**src/rtl/kbd_read_port_pkg.sv**
```systemverilog
// Shared LC3 package: keyboard register addresses and status bit positions.
// Provides the KBSR word builder used by the read port.
package kbd_read_port_pkg;

    localparam logic [15:0] KBSR_ADDR_DEF = 16'hFE00;
    localparam logic [15:0] KBDR_ADDR_DEF = 16'hFE02;

    localparam int KBSR_READY_BIT = 15;
    localparam int KBSR_IE_BIT    = 14;

    function automatic logic [15:0] kbsr_word(input logic ready,
                                              input logic ie);
        logic [15:0] w;
        w = '0;
        w[KBSR_READY_BIT] = ready;
        w[KBSR_IE_BIT]    = ie;
        return w;
    endfunction

endpackage

```
**src/rtl/kbd_read_port_byte_fifo.sv**
```systemverilog
// kbd_byte_fifo: keyboard byte buffer.
// Ports: clk, reset (sync, active-high), push/din in, pop in,
//        head (oldest byte), full, empty.
// Build option KBD_FIFO_EN: DEPTH-entry circular FIFO (DEPTH power of two).
// Without it: one holding register plus a full flag; DEPTH is ignored.
// push while full and pop while empty are ignored.
module kbd_byte_fifo #(
    parameter int DEPTH = 4
) (
    input  logic       clk,
    input  logic       reset,
    input  logic       push,
    input  logic [7:0] din,
    input  logic       pop,
    output logic [7:0] head,
    output logic       full,
    output logic       empty
);

`ifdef KBD_FIFO_EN

    localparam int AW = (DEPTH > 1) ? $clog2(DEPTH) : 1;

    logic [7:0]    mem [DEPTH];
    logic [AW-1:0] wr_ptr;
    logic [AW-1:0] rd_ptr;
    logic [AW:0]   count;
    logic          do_push;
    logic          do_pop;

    assign full    = (count == (AW+1)'(DEPTH));
    assign empty   = (count == '0);
    assign head    = mem[rd_ptr];
    assign do_push = push && !full;
    assign do_pop  = pop && !empty;

    // Pointers are log2(DEPTH) bits, so they wrap modulo DEPTH naturally.
    always_ff @(posedge clk) begin
        if (reset) begin
            wr_ptr <= '0;
            rd_ptr <= '0;
            count  <= '0;
        end else begin
            if (do_push)
                wr_ptr <= wr_ptr + 1'b1;
            if (do_pop)
                rd_ptr <= rd_ptr + 1'b1;
            case ({do_push, do_pop})
                2'b10:   count <= count + 1'b1;
                2'b01:   count <= count - 1'b1;
                default: count <= count;
            endcase
        end
    end

    always_ff @(posedge clk) begin
        if (do_push)
            mem[wr_ptr] <= din;
    end

`else

    localparam int unused_depth = DEPTH;

    logic [7:0] data;
    logic       full_q;

    assign full  = full_q;
    assign empty = !full_q;
    assign head  = data;

    always_ff @(posedge clk) begin
        if (reset) begin
            full_q <= 1'b0;
            data   <= 8'h00;
        end else if (push && !full_q) begin
            full_q <= 1'b1;
            data   <= din;
        end else if (pop && full_q) begin
            full_q <= 1'b0;
        end
    end

`endif

endmodule

```
**src/rtl/kbd_read_port.sv**
```systemverilog
// kbd_read_port: LC3 keyboard KBSR/KBDR read port with byte buffer.
// Ports: clk, reset (sync, active-high); device side dev_valid/dev_data/
//        dev_ready; CPU side addr, rd_en, wr_en, wr_data, registered
//        rd_data/rd_valid; irq = registered (ready & ie).
// Build option KBD_FIFO_EN selects a FIFO_DEPTH-entry buffer instead of a
// single holding register.
module kbd_read_port
    import kbd_read_port_pkg::*;
#(
    parameter logic [15:0] KBSR_ADDR  = KBSR_ADDR_DEF,
    parameter logic [15:0] KBDR_ADDR  = KBDR_ADDR_DEF,
    parameter int          FIFO_DEPTH = 4
) (
    input  logic        clk,
    input  logic        reset,
    input  logic        dev_valid,
    input  logic [7:0]  dev_data,
    output logic        dev_ready,
    input  logic [15:0] addr,
    input  logic        rd_en,
    input  logic        wr_en,
    input  logic [15:0] wr_data,
    output logic [15:0] rd_data,
    output logic        rd_valid,
    output logic        irq
);

    logic       full;
    logic       empty;
    logic [7:0] head;
    logic       ready;
    logic       push;
    logic       pop;
    logic       rd_kbsr;
    logic       rd_kbdr;
    logic       wr_kbsr;
    logic       ie;
    logic [7:0] last_byte;
    logic       unused_wr;

    // dev_ready comes only from buffer state, never from dev_valid.
    assign dev_ready = !full;
    assign ready     = !empty;
    assign push      = dev_valid && dev_ready;

    assign rd_kbsr = rd_en && (addr == KBSR_ADDR);
    assign rd_kbdr = rd_en && (addr == KBDR_ADDR);
    assign wr_kbsr = wr_en && (addr == KBSR_ADDR);

    // A byte pushed this cycle is not visible to a same-cycle pop,
    // because the pop qualifier uses the registered empty flag.
    assign pop = rd_kbdr && !empty;

    assign unused_wr = ^wr_data;

    kbd_byte_fifo #(
        .DEPTH (FIFO_DEPTH)
    ) u_fifo (
        .clk   (clk),
        .reset (reset),
        .push  (push),
        .din   (dev_data),
        .pop   (pop),
        .head  (head),
        .full  (full),
        .empty (empty)
    );

    always_ff @(posedge clk) begin
        if (reset) begin
            rd_data   <= 16'h0000;
            rd_valid  <= 1'b0;
            ie        <= 1'b0;
            irq       <= 1'b0;
            last_byte <= 8'h00;
        end else begin
            rd_valid <= rd_kbsr || rd_kbdr;
            if (rd_kbsr) begin
                // ie here is the pre-write value on a same-cycle write.
                rd_data <= kbsr_word(ready, ie);
            end else if (rd_kbdr) begin
                if (!empty) begin
                    rd_data   <= {8'h00, head};
                    last_byte <= head;
                end else begin
                    rd_data <= {8'h00, last_byte};
                end
            end
            if (wr_kbsr)
                ie <= wr_data[KBSR_IE_BIT];
            irq <= ready && ie;
        end
    end

endmodule

```
**config.mk**
```make
export PLATFORM = sky130hd
export DESIGN_NAME = kbd_read_port
export DESIGN_NICKNAME = d
export VERILOG_FILES = /design/src/rtl/kbd_read_port_pkg.sv /design/src/rtl/kbd_read_port_byte_fifo.sv /design/src/rtl/kbd_read_port.sv
export SDC_FILE = /design/constraint.sdc
export NUM_CORES = 1
export LEC_CHECK = 0
export CORE_ASPECT_RATIO = 0.6
export CORE_MARGIN = 3
export CORE_UTILIZATION = 31
export CTS_CLUSTER_SIZE = 40
export DETAILED_ROUTE_END_ITERATION = 10
export GPL_TIMING_DRIVEN = 0
export PLACE_DENSITY = 0.67
export SLEW_MARGIN = 10
export SYNTH_ARGS = -nofsm -noshare
export SYNTH_HDL_FRONTEND = slang
export SYNTH_SLANG_ARGS = --single-unit
```
**constraint.sdc**
```tcl
create_clock -name clk -period 1.9 [get_ports clk]
set_input_delay 0.19 -clock clk [delete_from_list [all_inputs] [get_ports clk]]
set_output_delay 0.19 -clock clk [all_outputs]
set_load 0.02 [all_outputs]
```
==> key figures <==
Pwr
  – Overall Power: 1.42 mW
  – Leakage power total: 0.786 nW
  – P_int: 1.09 mW
  – Sw Pwr: 0.321 mW
  – Clock network fraction of total power: 42.7%
  – Sequential cell fraction of total power: 46.0%
  – VDD IR max: 0.367 mV
  – Sw Share: 22.7%
  – Gate power share: 11.3%
  – Pwr Density: 700 mW/mm^2

Worst setup path
  – R2R Path Start: u_fifo.full
  – Worst setup endpoint: rd_data[15]
  – R2R cell count: 4
  – RR Endpoint: last_byte[5]
  – Crit Path Max Fanout: 6
  – Startpoint types: input port
  – CP required: 2050 ps
  – R2R Setup Slk: 250 ps
  – Critical path type: in -> reg
  – CP Launch Point: addr[5]
  – Critical Path AT: 1990 ps
  – CP Capture Type: flip-flop

GRT
  – Gr usage total: 14.5%
  – Largest net degree at the start of global routing: 11
  – Global-route wire length before repair: 5740 um
  – Number of global-route vias before repair: 1,108
  – Gr ovfl total: 0
  – Antenna violations before repair: 0

Detailed routing
  – Drt first pass iters: 4
  – Final wirelength: 3620 um
  – Via-to-Cell Ratio: 4.81
  – Starting DRT DRC Count: 164
  – Post-route DRC: 0
  – DR vias: 1,275
  – Post-route ant nets: 0
  – Wire length per cell: 13.7 um

Timing
  – Fin crit share: 96.9%
  – Slew margin rel.: 58.7%
  – Final hold viol count: 0
  – Final Slew Violations: 0
  – Worst hold slack: 291 ps
  – Final Critical Period: 1840 ps
  – Setup Skew: 3.61 ps
  – Max Clk Rate: 543 MHz
  – Worst slew pin tran: 620 ps
  – RSZ-0062 raised after global routing: no
  – Finish-stage setup viols: 0

Yosys
  – Area share of the largest cell type after synthesis: 45.7%
  – Register area share after synthesis: 45.7%
  – Yosys Warn Count: 0
  – Avg Cell Area, Syn: 8.94 um^2
  – Post-Syn Instances: 147
  – Yosys reg bits: 30
  – Largest cells by area after synthesis: dfxtp_1 (46%), a21oi_1 (6.9%), mux2_2 (6.9%), mux2i_1 (6.1%), nand3_1 (6.1%)
  – Area leader, netlist: dfxtp_1
  – Yosys cell types: 27
  – Synthesized cell area: 0.00131 mm^2

Cells and area
  – Area Overhead vs Synth: 54.1%
  – Commonest non-fill, non-tap cells in the layout: clkdlybuf4s50_1 (35), dfxtp_1 (30), a21oi_1 (17)
  – Commonest non-fill, non-tap cell in the layout: clkdlybuf4s50_1
  – Antenna fix cells: 0
  – Final Util: 52.3%
  – Design area: 0.00202 mm^2
  – Layout cells sized above 1: 18.8%
  – Finished Layout Cells: 265
  – Total Nets Final: 252

Floorplanning
  – Row cnt: 17
  – Die width: 90.0 um
  – Std-Cell Core Area: 0.00387 mm^2
  – Initial Util: 33.9%
  – Die area: 0.00508 mm^2
  – Die Y-Extent: 56.4 um
  – Ports: 64

Status
  – Status: finished, final reports clean

Placed design
  – Final GP Congestion: 0.814
  – Placed insts: 251
  – Port buffer count: 42
  – DP Wirelength: 2530 um
  – Placed inst area: 0.00182 mm^2

Job
  – Max Cap Viol: 0

Clocking
  – Clock buffer depth: 2
  – Clock Latency Late Sink: 280 ps
  – # hold bufs at CTS: 0
  – Total clock sinks: 30
  – CTS root buf: clkbuf_8
  – Reg clk slew, reported paths: 60 ps
  – H-tree depth: 2
  – CTS Buf Count: 5
  – TritonCTS clock tree: done

Min path
  – Hold path cells: 4
  – Worst hold-check path type: in -> reg
## power by group through the flow
stage	Clock (mW)	Sequential, mW	Combinational (mW)
detailed placement	0	0.665	0.159
global route	0.641	0.653	0.174
floorplan	0	0.661	0.0783
global placement	0	0.665	0.157
CTS	0.610	0.651	0.160
finish	0.605	0.651	0.160
## routing by layer
metal  global-route usage (%)  wire, um  up-vias
met3                     4.95       325        5
met2                     19.6      1430       51
met5                        0         0        -
li1                         -         -      633
met1                     20.8      1820      586
met4                     5.23        48        0
## synth_stat cells
cell type / number
or3_1: 1
nand4b_1: 1
nor2b_1: 2
mux2_2: 8
nor4_4: 1
or4b_4: 1
conb_1: 1
or4_1: 2
buf_2: 3
o41ai_1: 1
buf_4: 6
dfxtp_1: 30
nor4b_1: 1
clkbuf_1: 7
a21oi_1: 18
and2_1: 2
nor4_1: 1
nor2_1: 10
nand2_1: 11
nand3_1: 16
a211oi_1: 1
o21ai_0: 9
mux2i_1: 8
nand4_1: 2
and4b_1: 1
nand3b_1: 1
inv_1: 2
## worst min path at each step
stage | from | to | slack, ps
2_1_floorplan | wr_data[14] | ie | 330
3_3_place_gp | rd_data[1] | rd_data[1] | 440
3_5_place_dp | rd_data[3] | rd_data[3] | 450
4_1_cts | addr[4] | ie | 390
5_1_grt | addr[6] | ie | 340
6_report | addr[6] | ie | 290
## through the flow
step                      TNS, ps  setup slack, ps
after floorplan                 0             79.4
after global placement      -8730             -486
after detailed placement    -8970             -510
final                           0             59.2
after CTS                       0             1.26
after global routing            0             23.8
## worst max-delay path, stage by stage
cell	delay (ps)
clkdlybuf4s50_1	420
or4_4	430
or4_4	530
buf_6	160
buf_6	130
nand2_2	70
a21oi_1	60
## logic make-up (layout without fill, tap and decap cells)
kind of cell | count (synthesis) | in the layout | synth area share, %
buffers and inverters | 18 | 74 | 7.14
DFF | 30 | 30 | 45.7
AOI/OAI and AO/OA | 29 | 29 | 11.5
and+or+nand+nor | 53 | 53 | 22.4
muxes | 16 | 16 | 13.0
other | 1 | 6 | 0.285
## flip-flops by register name, summed over array words and instances (netlist names)
register	flops
ie	1
irq	1
last_byte	8
rd_data	10
rd_valid	1
u_fifo.full	1
u_fifo.head	8
## timing repair
item | CTS | global route
resized for setup | 17 | 13
pin swaps | 4 | 3
setup buffers | 3 | 1
gates cloned | 2 | 0
setup endpoints to repair | 19 | 17
## final cells by class
class | count | area, um^2
multi-input combinational | 104 | 658
buffer | 16 | 101
timing repair buffer | 48 | 475
fill | 375 | 1850
tap | 57 | 71.3
sequential | 30 | 601
inverter | 2 | 7.51
clock buffer | 8 | 110
(Power assumes the default switching activity.)
